`config.mk`:
```
export PLATFORM = sky130hd
export DESIGN_NAME = div_issue_ctrl
export DESIGN_NICKNAME = d
export VERILOG_FILES = /design/src/rtl/div_issue_ctrl.sv
export SDC_FILE = /design/constraint.sdc
export NUM_CORES = 1
export LEC_CHECK = 0
export CAP_MARGIN = 20
export CORE_ASPECT_RATIO = 0.9
export CORE_MARGIN = 2
export CORE_UTILIZATION = 48
export CTS_CLUSTER_DIAMETER = 100
export DETAILED_ROUTE_END_ITERATION = 8
export GPL_TIMING_DRIVEN = 0
export HOLD_SLACK_MARGIN = 0.15
export PLACE_DENSITY_LB_ADDON = 0.25
export SYNTH_ARGS = -nofsm -noshare
export SYNTH_HDL_FRONTEND = slang
export SYNTH_SLANG_ARGS = --single-unit
export TNS_END_PERCENT = 1
```
`constraint.sdc`:
```
create_clock -name clk -period 3.4 [get_ports clk]
set_input_delay 0.68 -clock clk [delete_from_list [all_inputs] [get_ports clk]]
set_output_delay 0.68 -clock clk [all_outputs]
set_load 0.005 [all_outputs]
```
`src/rtl/div_issue_ctrl.sv`:
```
// Issue/stall controller for RV32M DIV/DIVU/REM/REMU in front of a multi-cycle divider.
// Optional one-entry result reuse cache is enabled by defining DIV_REUSE_EN.
module div_issue_ctrl #(
    parameter int unsigned DATA_WIDTH = 32,
    parameter int unsigned RD_WIDTH   = 5
) (
    input  logic                  clk,
    input  logic                  rst_n,
    input  logic                  ex_valid,
    input  logic [2:0]            ex_funct3,
    input  logic [DATA_WIDTH-1:0] ex_rs1,
    input  logic [DATA_WIDTH-1:0] ex_rs2,
    input  logic [RD_WIDTH-1:0]   ex_rd,
    input  logic                  flush,
    output logic                  stall,
    output logic                  res_valid,
    output logic [DATA_WIDTH-1:0] res_data,
    output logic [RD_WIDTH-1:0]   res_rd,
    output logic                  div_start,
    output logic [DATA_WIDTH-1:0] div_dividend,
    output logic [DATA_WIDTH-1:0] div_divisor,
    output logic                  div_signed,
    input  logic [DATA_WIDTH-1:0] div_quotient,
    input  logic [DATA_WIDTH-1:0] div_remainder,
    input  logic                  div_ready
);

    typedef enum logic [2:0] {
        S_IDLE,
        S_ISSUE,
        S_WAIT,
        S_DRAIN,
        S_DONE
    } state_t;

    localparam logic [DATA_WIDTH-1:0] MIN_NEG = {1'b1, {(DATA_WIDTH-1){1'b0}}};

    state_t                state_q, state_d;
    logic [DATA_WIDTH-1:0] rs1_q, rs1_d;
    logic [DATA_WIDTH-1:0] rs2_q, rs2_d;
    logic [RD_WIDTH-1:0]   rd_q, rd_d;
    logic                  rem_sel_q, rem_sel_d;
    logic                  uns_q, uns_d;
    logic [DATA_WIDTH-1:0] quo_q, quo_d;
    logic [DATA_WIDTH-1:0] rem_q, rem_d;

    logic req;
    logic zero_div;
    logic ovf;
    logic hit;

    assign req      = ex_valid & ex_funct3[2] & ~flush;
    assign zero_div = (ex_rs2 == '0);
    assign ovf      = ~ex_funct3[0] & (ex_rs1 == MIN_NEG) & (ex_rs2 == '1);

`ifdef DIV_REUSE_EN
    logic [DATA_WIDTH-1:0] c_rs1_q, c_rs2_q, c_quo_q, c_rem_q;
    logic                  c_sgn_q, c_vld_q;
    logic                  c_fill;

    assign c_fill = (state_q == S_WAIT) & div_ready & ~flush;
    assign hit    = c_vld_q & (ex_rs1 == c_rs1_q) & (ex_rs2 == c_rs2_q)
                  & (c_sgn_q == ~ex_funct3[0]);

    // Cache entry survives flush; only a completed divider result overwrites it.
    always_ff @(posedge clk or negedge rst_n) begin
        if (!rst_n) begin
            c_rs1_q <= '0;
            c_rs2_q <= '0;
            c_quo_q <= '0;
            c_rem_q <= '0;
            c_sgn_q <= 1'b0;
            c_vld_q <= 1'b0;
        end else if (c_fill) begin
            c_rs1_q <= rs1_q;
            c_rs2_q <= rs2_q;
            c_quo_q <= div_quotient;
            c_rem_q <= div_remainder;
            c_sgn_q <= ~uns_q;
            c_vld_q <= 1'b1;
        end
    end
`else
    assign hit = 1'b0;
`endif

    always_ff @(posedge clk or negedge rst_n) begin
        if (!rst_n) begin
            state_q   <= S_IDLE;
            rs1_q     <= '0;
            rs2_q     <= '0;
            rd_q      <= '0;
            rem_sel_q <= 1'b0;
            uns_q     <= 1'b0;
            quo_q     <= '0;
            rem_q     <= '0;
        end else begin
            state_q   <= state_d;
            rs1_q     <= rs1_d;
            rs2_q     <= rs2_d;
            rd_q      <= rd_d;
            rem_sel_q <= rem_sel_d;
            uns_q     <= uns_d;
            quo_q     <= quo_d;
            rem_q     <= rem_d;
        end
    end

    always_comb begin
        state_d   = state_q;
        rs1_d     = rs1_q;
        rs2_d     = rs2_q;
        rd_d      = rd_q;
        rem_sel_d = rem_sel_q;
        uns_d     = uns_q;
        quo_d     = quo_q;
        rem_d     = rem_q;
        stall     = 1'b0;
        res_valid = 1'b0;
        div_start = 1'b0;

        case (state_q)
            S_IDLE: begin
                if (req) begin
                    stall     = 1'b1;
                    rs1_d     = ex_rs1;
                    rs2_d     = ex_rs2;
                    rd_d      = ex_rd;
                    rem_sel_d = ex_funct3[1];
                    uns_d     = ex_funct3[0];
                    // Corner cases and cache hits complete without the divider.
                    if (zero_div) begin
                        quo_d   = '1;
                        rem_d   = ex_rs1;
                        state_d = S_DONE;
                    end else if (ovf) begin
                        quo_d   = MIN_NEG;
                        rem_d   = '0;
                        state_d = S_DONE;
                    end else if (hit) begin
`ifdef DIV_REUSE_EN
                        quo_d   = c_quo_q;
                        rem_d   = c_rem_q;
`endif
                        state_d = S_DONE;
                    end else begin
                        state_d = S_ISSUE;
                    end
                end
            end
            S_ISSUE: begin
                stall     = 1'b1;
                div_start = 1'b1;
                state_d   = flush ? S_DRAIN : S_WAIT;
            end
            S_WAIT: begin
                stall = 1'b1;
                if (div_ready) begin
                    if (flush) begin
                        state_d = S_IDLE;
                    end else begin
                        quo_d   = div_quotient;
                        rem_d   = div_remainder;
                        state_d = S_DONE;
                    end
                end else if (flush) begin
                    state_d = S_DRAIN;
                end
            end
            S_DRAIN: begin
                stall = 1'b1;
                if (div_ready) begin
                    state_d = S_IDLE;
                end
            end
            S_DONE: begin
                res_valid = ~flush;
                state_d   = S_IDLE;
            end
            default: begin
                state_d = S_IDLE;
            end
        endcase
    end

    assign res_data     = (state_q == S_DONE) ? (rem_sel_q ? rem_q : quo_q) : '0;
    assign res_rd       = (state_q == S_DONE) ? rd_q : '0;
    assign div_dividend = rs1_q;
    assign div_divisor  = rs2_q;
    assign div_signed   = ~uns_q;

endmodule

```
==> out/metrics.cfg, run 1 <==
[run_status]
status = finished clean

[timing]
grt_setup_unrepaired = false
finalMaxSlewViolations = 0
relSlewSlack = 0.370
setup_ws_ns = 0.211
max_freq_mhz = 314
tightest_slew_ns = 0.944
fin_tns_setup_ns = 0
post-route-min-period_ns = 3.19
setup_violations = 0
finalCritPeriodShare = 0.938
finalClockSkew_ns = 0.00929
hold_viol_final = 0

[critical_path]
worstPathBufferInverterCount = 2
cp.required_ns = 2.72
cpPeakStageDelay_ns = 0.53
critical_path_arrival_ns = 2.51
path_cells = nor2_2 -> nand2_1 -> clkbuf_1 -> nor2_1 -> clkdlybuf4s50_1
worst_setup_path_end_kind = output port
critPathSlowestCell = clkdlybuf4s50_1
critPathKind = flip-flop to output port
cp-start-kind = flip-flop
worstPathMaxFanout = 10
crit_family = buffers and inverters

[clock_network]
cts.htree.levels = 4
cts_tree = done
cts-buffers-inserted = 17
root_buffer = clkbuf_16
cts_max_path_buffers = 2
clk_latency_ns = 0.43
hold_buffers = 0
clk_pin_slew_worst_paths_ns = 0.06
cts.sinks = 138

[route]
drt-initial-drc-count = 369
finalWirelength_um = 19800
wl_per_cell_um = 20.3
drtPass1Iterations = 5
avgViaCountPerCell = 5.48
drc = 0
final_antenna_net_count = 0
vias = 5361

[logic_synthesis]
synth_edf_count = 0
synth_commonest_cells = dfrtp_1, mux2_2, mux2i_1
async_flop_share = 1.00
syn_inst = 533
synth_area_um2 = 6580
netlist-cell-type-count = 34
ys.flop_type = dfrtp_1
synth.area.top_cells = dfrtp_1, mux2_2, mux2i_1
syn_area_per_cell_um2 = 12.3
synth_top_cell_area_share = 0.525
yosysSeqAreaShare = 0.525
synth-seq-cells = 138
yosys.area.top_type = dfrtp_1
syn_nets = 674
synth.most_common_cell = dfrtp_1
yosys_warnings = 0

[placed_design]
gp_congestion = 0.829
io_buffer_count = 245
hpwl_um = 14800
place_ws_ns = -0.258

[power]
power_mw = 7.70
power.density_nw_per_um2 = 784
worst_ir_drop_vdd_uv = 461
power.leakage_nw = 4.39

[grt]
grt_pass1_vias = 5688
grt_usage = 0.276
grt_pass1_wl_um = 30400
grt_max_degree = 76
antenna_found_initial = 0
overflow = 0

[cells_and_area]
insertedDiodeCount = 0
synthToLayoutAreaGrowth_pct = 49.4
layout-drive-gt1-share = 0.183
fin_util = 0.735
final_nets = 939

[die]
start_util = 0.492
die_x_um = 127
dieHeight_um = 115
rows = 40
fp.coreArea_um2 = 13400
dieArea_um2 = 14700
io_pins = 246

[worst_hold_path]
hold_path_class = primary input to asynchronous set/reset pin

[job]
maxCapViolations = 0

[worst register-to-register path, cell delays in order (launching register included)]
cell	delay, ns
dfrtp_1	0.47
nor3b_1	0.50
buf_2	0.35
clkbuf_1	0.44
clkbuf_1	0.48
a21oi_1	0.17
mux2i_1	0.20
[flip-flops by register name (all words and copies together) (netlist names)]
name,cells
rd_q,5
uns_q,1
div_dividend,32
rem_q,32
state_q,3
div_divisor,32
quo_q,32
rem_sel_q,1
[routing by layer]
layer  GRT usage  wire length, µm  up-vias
met5           0                0        -
met4      0.0901              294        0
met3      0.0935             1670       23
met2       0.451             9500      226
met1       0.350             8380     2665
li1            -                -     2447
[cells in the final DEF (no fill, tap or decap), types with 2 or more instances in the layout]
master,count
inv_1,33
nor2_1,38
clkinv_2,5
mux2i_1,63
nand4_1,8
clkbuf_8,3
nor4_1,13
nand4b_1,2
mux2_2,86
mux2_4,18
a22o_1,32
nor3b_1,2
nand2_1,4
nand2b_1,2
clkbuf_16,17
nand3_1,2
and3_1,5
clkinvlp_4,2
clkbuf_2,2
nand3b_1,2
buf_1,2
buf_6,4
buf_2,6
a21oi_1,33
nor3_1,3
clkdlybuf4s50_1,244
dfrtp_1,138
clkbuf_1,26
[cell type report]
type / instances / area, µm²
clock inverters: 8 / 70.1
plain buffers: 36 / 168
fillers: 916 / 3540
multi-input cells: 326 / 2840
flip-flops and latches: 138 / 3450
clock buffers: 23 / 478
well taps: 168 / 210
inverters: 33 / 124
repair buffers: 246 / 2480
[path summary, 6_finish.rpt]
kind / startpoint / end / slack, ns / cells after the start
max: state_q[1] / res_data[21] / 0.21 / 5
min: rst_n / div_dividend[12] / 0.23 / 1
max reg2reg: state_q[1] / quo_q[20] / 0.70 / 6
min reg2reg: quo_q[31] / quo_q[31] / 0.50 / 1
max in group asynchronous: rst_n / div_dividend[28] / 2.36 / 2
min in group clk: quo_q[31] / quo_q[31] / 0.50 / 1
[per-stage QoR]
stage | hold WS, ns | area [µm²] | std cells
2_1_floorplan | 0.384 | 6580 | 533
3_3_place_gp | 0.480 | 9240 | 946
3_5_place_dp | 0.488 | 9270 | 947
4_1_cts | 0.257 | 9810 | 978
5_1_grt | 0.288 | 9830 | 978
6_report | 0.232 | 9830 | 978
[logic make-up after synthesis]
| logic type | Yosys count | synth area share |
|---|---|---|
| flip-flops | 138 | 0.525 |
| buffers and inverters | 69 | 0.0440 |
| multiplexers | 167 | 0.284 |
| AND/OR/NAND/NOR | 89 | 0.0733 |
| AO/OA/AOI/OAI | 70 | 0.0733 |
[what timing repair did]
action                     CTS  global route
resized for setup            0             4
setup endpoints to repair    0            26
buffers inserted             0             0
[power breakdown]
group	leakage (nW)	switching, mW	total (mW)	internal (mW)
logic	2.38	1.22	3.12	1.90
registers	1.74	0.432	2.85	2.41
clock network	0.269	0.678	1.73	1.05
total	4.39	2.33	7.70	5.37
(Power assumes the default switching activity.)
==> inputs of run 2 (changes only) <==
--- a/config.mk
+++ b/config.mk
@@ -9,7 +9,8 @@
 export CORE_ASPECT_RATIO = 0.9
 export CORE_MARGIN = 2
 export CORE_UTILIZATION = 48
-export CTS_CLUSTER_DIAMETER = 100
+export CTS_CLUSTER_DIAMETER = 80
+export CTS_CLUSTER_SIZE = 14
 export DETAILED_ROUTE_END_ITERATION = 8
 export GPL_TIMING_DRIVEN = 0
 export HOLD_SLACK_MARGIN = 0.15
==> results of run 2 <==
Same layout as run 1: the final DEF is identical, and so are final timing and power.
==> inputs of run 3 (changes only) <==
--- a/config.mk
+++ b/config.mk
@@ -15,6 +15,7 @@
 export GPL_TIMING_DRIVEN = 0
 export HOLD_SLACK_MARGIN = 0.15
 export PLACE_DENSITY_LB_ADDON = 0.25
+export RECOVER_POWER = 25
 export SYNTH_ARGS = -nofsm -noshare
 export SYNTH_HDL_FRONTEND = slang
 export SYNTH_SLANG_ARGS = --single-unit
==> run 3 against run 2 <==
The flow now finishes with violations (max-capacitance violations, max-slew violations). Total power about the same. Via count increased by 0.82%. First-iteration DRC count grew 2.4%. Cell count unchanged. Worst hold slack improved by 0.27 ns. Combinational power about the same. Sequential cell count is the same. Clock power hardly changed. Sequential share of layout area grew 0.094 points. Maximum frequency decreased by 0.28%. Sequential power about the same. Design area shrank 0.27%.
==> out/metrics.cfg, run 3 (synthesized netlist as in run 1, its figures left out) <==
[power]
worst_ir_drop_vdd_uv = 461  ; about the same
power.leakage_nw = 4.38  ; -0.22%
power.density_nw_per_um2 = 785  ; +0.20%
power_mw = 7.69  ; about the same

[timing]
post-route-min-period_ns = 3.20  ; +0.00889 ns
relSlewSlack = -0.0852  ; -0.456
setup_ws_ns = 0.203  ; -0.00889 ns
finalMaxSlewViolations = 65  ; +65
grt_setup_unrepaired = false
fin_tns_setup_ns = 0  ; unchanged
finalCritPeriodShare = 0.940  ; +0.00261
max_freq_mhz = 313  ; -0.28%
setup_violations = 0  ; unchanged
tightest_slew_ns = 1.63  ; +0.683 ns
finalClockSkew_ns = 0.0109  ; +0.00158 ns
hold_viol_final = 0  ; unchanged

[job]
maxCapViolations = 1  ; +1

[grt]
grt_usage = 0.276  ; unchanged
met1_usage = 0.350  ; unchanged
grt_pass1_wl_um = 30400  ; unchanged
antenna_found_initial = 0  ; unchanged
overflow = 0  ; unchanged
grt_max_degree = 76  ; unchanged
grt_busiest_layer = met2
globalRouteMet3Util = 0.0935  ; unchanged
grtUsageMet2 = 0.451  ; unchanged
grt_pass1_vias = 5688  ; unchanged

[die]
dieHeight_um = 115  ; unchanged
io_pins = 246  ; unchanged
die_x_um = 127  ; unchanged
rows = 40  ; unchanged
dieArea_um2 = 14700  ; unchanged
start_util = 0.492  ; unchanged
fp.coreArea_um2 = 13400  ; unchanged

[placed_design]
place_ws_ns = -0.258  ; unchanged
gp_congestion = 0.829  ; unchanged
hpwl_um = 14800  ; unchanged
io_buffer_count = 245  ; unchanged

[clock_network]
cts-buffers-inserted = 17  ; unchanged
clk_latency_ns = 0.43  ; about the same
cts_tree = done
clk_pin_slew_worst_paths_ns = 0.05  ; about the same
post_cts_buffers = 0  ; unchanged
cts.sinks = 138  ; unchanged
root_buffer = clkbuf_16
cts_max_path_buffers = 2  ; unchanged
cts.htree.levels = 4  ; unchanged

[route]
final_antenna_net_count = 0  ; unchanged
wl_per_cell_um = 20.3  ; about the same
finalWirelength_um = 19900  ; about the same
vias = 5405  ; +0.82%
avgViaCountPerCell = 5.53  ; +0.82%
drt-initial-drc-count = 378  ; +2.4%
drtPass1Iterations = 5  ; unchanged
drc = 0  ; unchanged

[worst_hold_path]
hold_path_class = flip-flop to flip-flop

[cells_and_area]
layout-drive-gt1-share = 0.183  ; unchanged
layout_common_cells = clkdlybuf4s50_1, dfrtp_1, mux2_2, mux2i_1, nor2_1
synthToLayoutAreaGrowth_pct = 49.0
n_fill_cell = 917  ; +0.11%
final_nets = 939  ; unchanged
insertedDiodeCount = 0  ; unchanged
final_common_cell = clkdlybuf4s50_1

[critical_path]
path_cells = nor2_2 -> nand2_1 -> clkbuf_1 -> nor2_1 -> clkdlybuf4s50_1
cp.required_ns = 2.72  ; about the same
worstPathMaxFanout = 10  ; unchanged
cp-start-kind = flip-flop
critPathKind = flip-flop to output port
critPathSlowestCell = clkdlybuf4s50_1
worst_setup_path_end_kind = output port
critical_path_arrival_ns = 2.52  ; about the same
cpPeakStageDelay_ns = 0.53  ; about the same

[run_status]
status = finished with violations
violations = max-capacitance violations, max-slew violations

run 3: cell count changes in the layout (fill, tap and decap cells not counted):
cell and delta:
clkbuf_2 +1, buf_6 -1, clkdlybuf4s50_1 -1, buf_16 -1, dlygate4sd3_1 +1, clkbuf_4 +1
run 3: path summary, 6_finish.rpt:
kind	slack [ns]	cells after the start	end	from
max	0.20	5	res_data[21]	state_q[1]
min	0.50	1	quo_q[31]	quo_q[31]
max reg2reg	0.71	6	quo_q[20]	state_q[1]
min reg2reg	0.50	1	quo_q[31]	quo_q[31]
max in group asynchronous	0.83	2	quo_q[22]	rst_n
min in group asynchronous	0.65	1	div_dividend[12]	rst_n
run 3: metal layers:
layer,vias up,routed length [µm]
met5,-,0
met4,0,303
met3,26,1640
met2,234,9570
met1,2693,8340
li1,2452,-
run 3: power by group:
group / switching (mW) / internal [mW]
registers: 0.432 / 2.41
logic: 1.22 / 1.90
clock network: 0.678 / 1.05
total: 2.33 / 5.37
run 3: cell type report:
cell class | count | area [µm²] | area share
Clock inverter | 8 | 70.1 | 0.00715
Sequential cell | 138 | 3450 | 0.352
Clock buffer | 23 | 478 | 0.0488
Tap cell | 168 | 210 | 0.0215
Buffer | 36 | 168 | 0.0171
Inverter | 33 | 124 | 0.0126
Multi-Input combinational cell | 326 | 2840 | 0.290
Timing Repair Buffer | 246 | 2450 | 0.251
run 3: stage by stage:
| step | cells | hold slack [ns] | instance area, µm² | util |
|---|---|---|---|---|
| floorplan | 533 | 0.384 | 6580 | - |
| global placement | 946 | 0.480 | 9240 | 0.691 |
| detailed placement | 947 | 0.488 | 9270 | 0.693 |
| CTS | 978 | 0.257 | 9810 | 0.734 |
| global route | 978 | 0.516 | 9800 | 0.733 |
| finish | 978 | 0.503 | 9800 | 0.733 |
run 3: worst max-delay path: cells and delay by family, from the launching register on:
kind | cells | cell delay (ns)
buffers and inverters | 2 | 0.85
AND/OR/NAND/NOR | 3 | 0.79
flip-flops | 1 | 0.46
run 3: timing repair:
item                                    in CTS  in global routing
hold buffers                                 0                  0
resized for setup                            0                  4
endpoints found under the setup margin       0                 26
==> RTL edit 1, RTL diff (settings of run 1) <==
Add a define of `DIV_REUSE_EN`.
--- a/src/rtl/div_issue_ctrl.sv
+++ b/src/rtl/div_issue_ctrl.sv
@@ -1,4 +1,6 @@
 // Issue/stall controller for RV32M DIV/DIVU/REM/REMU in front of a multi-cycle divider.
 // Optional one-entry result reuse cache is enabled by defining DIV_REUSE_EN.
+`define DIV_REUSE_EN
+
 module div_issue_ctrl #(
     parameter int unsigned DATA_WIDTH = 32,
Formal check against the unedited RTL: not equivalent (a bounded check fails within 10 cycles, from zero or initial values and one cycle with rst_n low).
==> RTL edit 1 against run 1 <==
  * Worst setup slack lost 0.12 ns
  * Core utilization decreased by 8.9 points
  * Largest cell class unchanged
  * Sequential cell count up 130
  * Total power increased by 83%
  * Highest routed layer unchanged
  * Area after synthesis increased by 91%
  * Final area increased by 70%
  * Non-clock buffer count up 44
  * Global-route usage increased by 0.76 points
  * Routed wire length increased by 99%
  * Synthesized cell count grew 130%
==> RTL edit 1: results (changes against run 1) <==
nets@finish = 1663 (+77%)
largest net degree at the start of global routing = 110 (+45%)
DR iter-0 viols = 978 (+170%)
Syn Nets = 1384 (+110%)
top cells by area in the synthesized netlist = dfrtp_1 (53%), mux2_2 (13%), nand2_1 (11%), xnor2_1 (3.1%), a221o_1 (2.5%)
status = complete, no violations
WL/cell = 20.8 microns (+2.6%)
reg-to-reg slack, setup = 0.33 ns (-0.37 ns)
Leak Pwr = 7.58 nW (+73%)
critical path's largest stage delay = 0.59 ns (+0.06 ns)
GR met1 Demand/Resource = 40.2% (+5.3 points)
Sw Share = 32.4% (+2.2 points)
buffers added on ports = 245 (unchanged)
first-pass GRT wire length = 60200 microns (+98%)
Least-Margin Pin Slew = 0.861 ns (-0.0833 ns)
Post-synth ARST share = 100% (unchanged)
CTS clk-pin slew, worst paths = 0.06 ns (about the same)
router iterations before antenna repair = 6 (+1)
GR Util met2 = 44.6% (-0.58 points)
HP Class = reg -> reg
top layer used by detailed routing = met4
most common library cells after synthesis = nand2_1 (374), dfrtp_1 (268), mux2_2 (144), clkbuf_1 (59), xnor2_1 (44)
Worst Clk Skew = 0.0230 ns (+0.0137 ns)
GRT Overall Usage = 28.4% (+0.76 points)
met3 Track Usage GR = 4.88% (-4.5 points)
vias in the first global route = 10511 (+85%)
hold wc startpoint = c_rem_q[23]$_DFFE_PN0P_
hold path endpoint = c_rem_q[23]$_DFFE_PN0P_
Reg2Reg Depth = 8 (+2)
sequential fraction of the synthesis area = 53.3% (+0.75 points)
post-synth cell types = 41 (+21%)
Num CTS Buffers = 29 (+12)
worst skew pair latency = 0.56 ns (+0.13 ns)
Placer Congestion = 0.927 (+12%)
CTS H-tree depth = 1 (-3)
Peak VDD IR = 459 uV (-0.42%)
prevailing post-synth register cell = dfrtp_1
average via count per standard cell = 5.59 (+1.9%)
Hold Slack = 0.476 ns (+0.244 ns)
YS warnings = 0 (unchanged)
CP top delay family = buffers and inverters
wire length on met1 = 17400 microns (+110%)
DP Wirelength = 28600 microns (+93%)
clk buf depth = 3 (+1)
RR Endpoint = c_rs1_q[31]$_DFFE_PN0P_
critical path arrival = 3.74 ns (+1.23 ns)
fraction of layout cells with a size suffix above 1 = 14.6% (-3.6 points)
RR Startpoint = state_q[0]$_DFFE_PN0P_
met3 wire length = 2830 microns (+69%)
Post-DP Area = 0.0155 sq mm (+68%)
met2 WL = 17700 microns (+87%)
-- RTL edit 1: changes by cell type in the layout (fill, tap and decap cells not counted), sizes merged, moves of 12 or more --
| cell | before | now |
|---|---|---|
| nand2 | 4 | 374 |
| dfrtp | 138 | 268 |
| clkbuf | 48 | 101 |
| xnor2 | 0 | 44 |
| o21ai | 1 | 44 |
| mux2 | 104 | 144 |
| a221o | 0 | 32 |
| a22o | 32 | 1 |
| mux2i | 63 | 32 |
| and3 | 5 | 34 |
| nand2b | 2 | 15 |
| nand4 | 8 | 20 |
-- RTL edit 1: worst reg2reg max path, stage by stage (launching register included) --
cell	delay, ns
dfrtp_1	0.43
nor2_1	0.14
nand2_1	0.15
nor3b_1	0.27
clkbuf_1	0.56
clkbuf_1	0.69
clkbuf_1	0.52
nand2_1	0.17
nand2_1	0.10
-- RTL edit 1: per-stage QoR --
step	util, %	setup WS, ns	std cells
floorplan	-	0.538	1243
global placement	59.7	-9.89	1836
detailed placement	59.9	-0.996	1838
CTS	64.4	0.00147	1893
global route	64.6	0.0252	1893
finish	64.6	0.0868	1893
-- RTL edit 1: logic make-up after synthesis --
kind of cell	after synthesis	synth area share (%)
XOR/XNOR	44	3.06
AO/OA/AOI/OAI	128	6.79
flip-flops	268	53.3
multiplexers	176	15.4
buffers and inverters	100	3.41
AND/OR/NAND/NOR	527	18.0
-- RTL edit 1: power by group through the flow --
stage | sequential [mW] | combinational, mW | clock (mW)
6_report | 5.75 | 4.84 | 3.52
5_1_grt | 5.92 | 5.27 | 3.71
2_1_floorplan | 5.48 | 2.82 | 0
4_1_cts | 5.73 | 4.84 | 3.56
3_3_place_gp | 5.71 | 4.64 | 0
3_5_place_dp | 5.76 | 4.78 | 0
-- RTL edit 1: layout make-up --
class	count	area [sq um]
buffer	78	384
clock buffer	40	847
clock inverter	14	234
fill	2082	9170
inverter	22	82.6
multi-input combinational	875	5520
sequential	268	6710
tap	348	435
timing repair buffer	248	2540
-- RTL edit 1: how the worst max path moves through the flow --
stage	end	depth (start not counted)	start	slack, ns
global placement	div_dividend[6]$_DFFE_PN0P_	1	rst_n	-9.89
CTS	res_data[28]	5	rem_sel_q$_DFFE_PN0P_	0.001
global route	quo_q[27]$_DFFE_PN0P_	10	ex_rs2[28]	0.03
detailed placement	quo_q[15]$_DFFE_PN0P_	11	ex_rs2[26]	-1.0
floorplan	quo_q[0]$_DFFE_PN0P_	9	ex_rs2[28]	0.54
finish	quo_q[27]$_DFFE_PN0P_	10	ex_rs1[20]	0.09
-- RTL edit 1: what timing repair did --
item                                    in CTS  in global routing
endpoints found under the setup margin      86                 91
pin swaps                                    0                  2
hold endpoints to repair                    59                  0
hold buffers                                 1                  0
gates resized for setup                     15                 23
setup buffers                                0                  0
==> RTL edit 2, RTL diff (flow settings as in run 1) <==
Made on the original files. `rs2_q` no longer has a reset.
--- a/src/rtl/div_issue_ctrl.sv
+++ b/src/rtl/div_issue_ctrl.sv
@@ -89,5 +89,4 @@
             state_q   <= S_IDLE;
             rs1_q     <= '0;
-            rs2_q     <= '0;
             rd_q      <= '0;
             rem_sel_q <= 1'b0;
@@ -98,5 +97,4 @@
             state_q   <= state_d;
             rs1_q     <= rs1_d;
-            rs2_q     <= rs2_d;
             rd_q      <= rd_d;
             rem_sel_q <= rem_sel_d;
@@ -105,4 +103,8 @@
             rem_q     <= rem_d;
         end
+    end
+
+    always_ff @(posedge clk) begin
+        rs2_q <= rs2_d;
     end
 
Formal check against the unedited RTL: not equivalent (Yosys sat finds a counterexample within 4 cycles, from zero or initial values and one cycle with rst_n low).
==> RTL edit 2 against run 1 <==
  * Area after synthesis down 2.3%
  * Combinational power down 22%
  * Routed wire length up 0.50%
  * Sequential cell count unchanged
  * Total power down 10%
  * Worst setup slack worse by 0.023 ns
  * Non-clock buffer count up 1
  * Largest power group is now sequential cells
  * Final area down 1.0%
==> RTL edit 2: results (changes against run 1) <==
Placer Congestion = 0.899 (+8.5%)
GRT Overall Usage = 28.0% (+0.38 points)
crit path max fanout = 10 (unchanged)
DR iter-0 viols = 368 (-0.27%)
nets@finish = 984 (+4.8%)
placed cell count = 992 (+4.8%)
Total Wirelength = 19900 microns (+0.50%)
Num CTS Buffers = 17 (unchanged)
fraction of layout cells with a size suffix above 1 = 9.23% (-9.0 points)
Final Instance Count excl. Fillers = 1024 (+4.7%)
HP Class = in -> async
largest net degree at the start of global routing = 55 (-28%)
RR Endpoint = quo_q[16]$_DFFE_PN0P_
Post-synth ARST share = 76.8% (-23 points)
CTS clk-pin slew, worst paths = 0.06 ns (about the same)
initial antenna violation count = 0 (unchanged)
post-synth cell types = 40 (+18%)
clk buf depth = 2 (unchanged)
Syn Nets = 719 (+6.7%)
Worst Clk Skew = 0.00758 ns (-0.00171 ns)
relative slew slack = 34.6% (-2.4 points)
top cells by area in the synthesized netlist = dfrtp_1 (41%), edfxtp_1 (15%), mux2i_1 (9.8%), nand2_1 (6.9%), a22o_1 (4.4%)
clock root buffer = clkbuf_16
sequential fraction of the synthesis area = 56.3% (+3.7 points)
first-pass GRT wire length = 30800 microns (+1.2%)
reg-to-reg slack, setup = 0.63 ns (-0.07 ns)
DP Wirelength = 15100 microns (+2.1%)
status = complete, no violations
CTS H-tree depth = 4 (unchanged)
YS warnings = 0 (unchanged)
Leak Pwr = 4.06 nW (-7.5%)
EDFF count, synth = 32 (+32)
buffers added on ports = 245 (unchanged)
router iterations before antenna repair = 5 (unchanged)
most common library cells after synthesis = nand2_1 (118), dfrtp_1 (106), mux2i_1 (63), nor2_1 (39)
DR vias = 5514 (+2.9%)
diode count = 0 (unchanged)
fillers = 930 (+1.5%)
Sw Share = 31.1% (+0.81 points)
critical path arrival = 2.53 ns (+0.02 ns)
worst skew pair latency = 0.42 ns
GRT overflow = 0 (unchanged)
Peak VDD IR = 425 uV (-7.7%)
RR Startpoint = state_q[1]$_DFFE_PN0P_
Reg2Reg Depth = 6 (unchanged)
synthesized area per cell = 11.1 sq um (-9.9%)
vias in the first global route = 5797 (+1.9%)
RTL edit 2: cell type report:
cell class	count	area (sq um)	area share, %
clock buffers	22	485	4.99
well taps	168	210	2.16
multi-input cells	370	2480	25.5
inverters	33	124	1.27
plain buffers	37	219	2.25
flip-flops and latches	138	3610	37.2
repair buffers	246	2480	25.5
clock inverters	10	115	1.18
RTL edit 2: how the worst max path moves through the flow:
stage	start	to	slack, ns	cells after the start
after floorplan	flush	div_divisor[0]$_DFFE_PP_	0.57	5
after global placement	rst_n	div_dividend[10]$_DFFE_PN0P_	-2.27	1
after detailed placement	ex_rs2[19]	quo_q[12]$_DFFE_PN0P_	-0.65	8
after CTS	state_q[1]$_DFFE_PN0P_	res_data[25]	0.07	5
after global routing	rem_sel_q$_DFFE_PN0P_	res_data[17]	0.03	5
final	rem_sel_q$_DFFE_PN0P_	res_data[17]	0.19	5
RTL edit 2: per-layer routing:
metal  routed length (microns)  GRT usage, %  up-vias
met5                         0             0        -
met4                       754          13.6        0
met3                      1120          5.96       52
met2                      9600          45.6      239
met1                      8470          36.1     2671
li1                          -             -     2552
RTL edit 2: power by group through the flow:
stage	clock (mW)	combinational [mW]	sequential (mW)
after floorplan	0	1.37	2.55
after global placement	0	2.32	2.61
after detailed placement	0	2.41	2.63
after CTS	1.88	2.43	2.62
after global routing	1.95	2.61	2.69
final	1.86	2.42	2.64
RTL edit 2: kinds of logic after synthesis:
logic type	synth area share, %
AO/OA/AOI/OAI	7.91
buffers and inverters	5.32
flip-flops	56.3
multiplexers	16.5
AND/OR/NAND/NOR	14.0
RTL edit 2: what timing repair did:
item	4_1_cts	5_1_grt
resized for setup	1	2
buffers inserted	0	0
cloned	0	0
setup endpoints to repair	31	11
RTL edit 2: critical path, stage by stage, from the launching register on:
cell,delay (ns)
dfrtp_1,0.32
clkbuf_1,0.31
buf_1,0.63
mux2i_1,0.18
nor2_1,0.15
clkdlybuf4s50_1,0.52
RTL edit 2: per-stage QoR:
step	hold slack [ns]	utilization (%)	cell area, sq um	power, mW	setup WS (ns)
2_1_floorplan	0.384	-	6420	3.92	0.568
3_3_place_gp	0.456	68.8	9080	4.93	-2.27
3_5_place_dp	0.462	69.0	9110	5.04	-0.648
4_1_cts	0.330	73.5	9720	6.93	0.0692
5_1_grt	0.359	73.6	9730	7.26	0.0319
6_report	0.318	73.6	9730	6.93	0.188
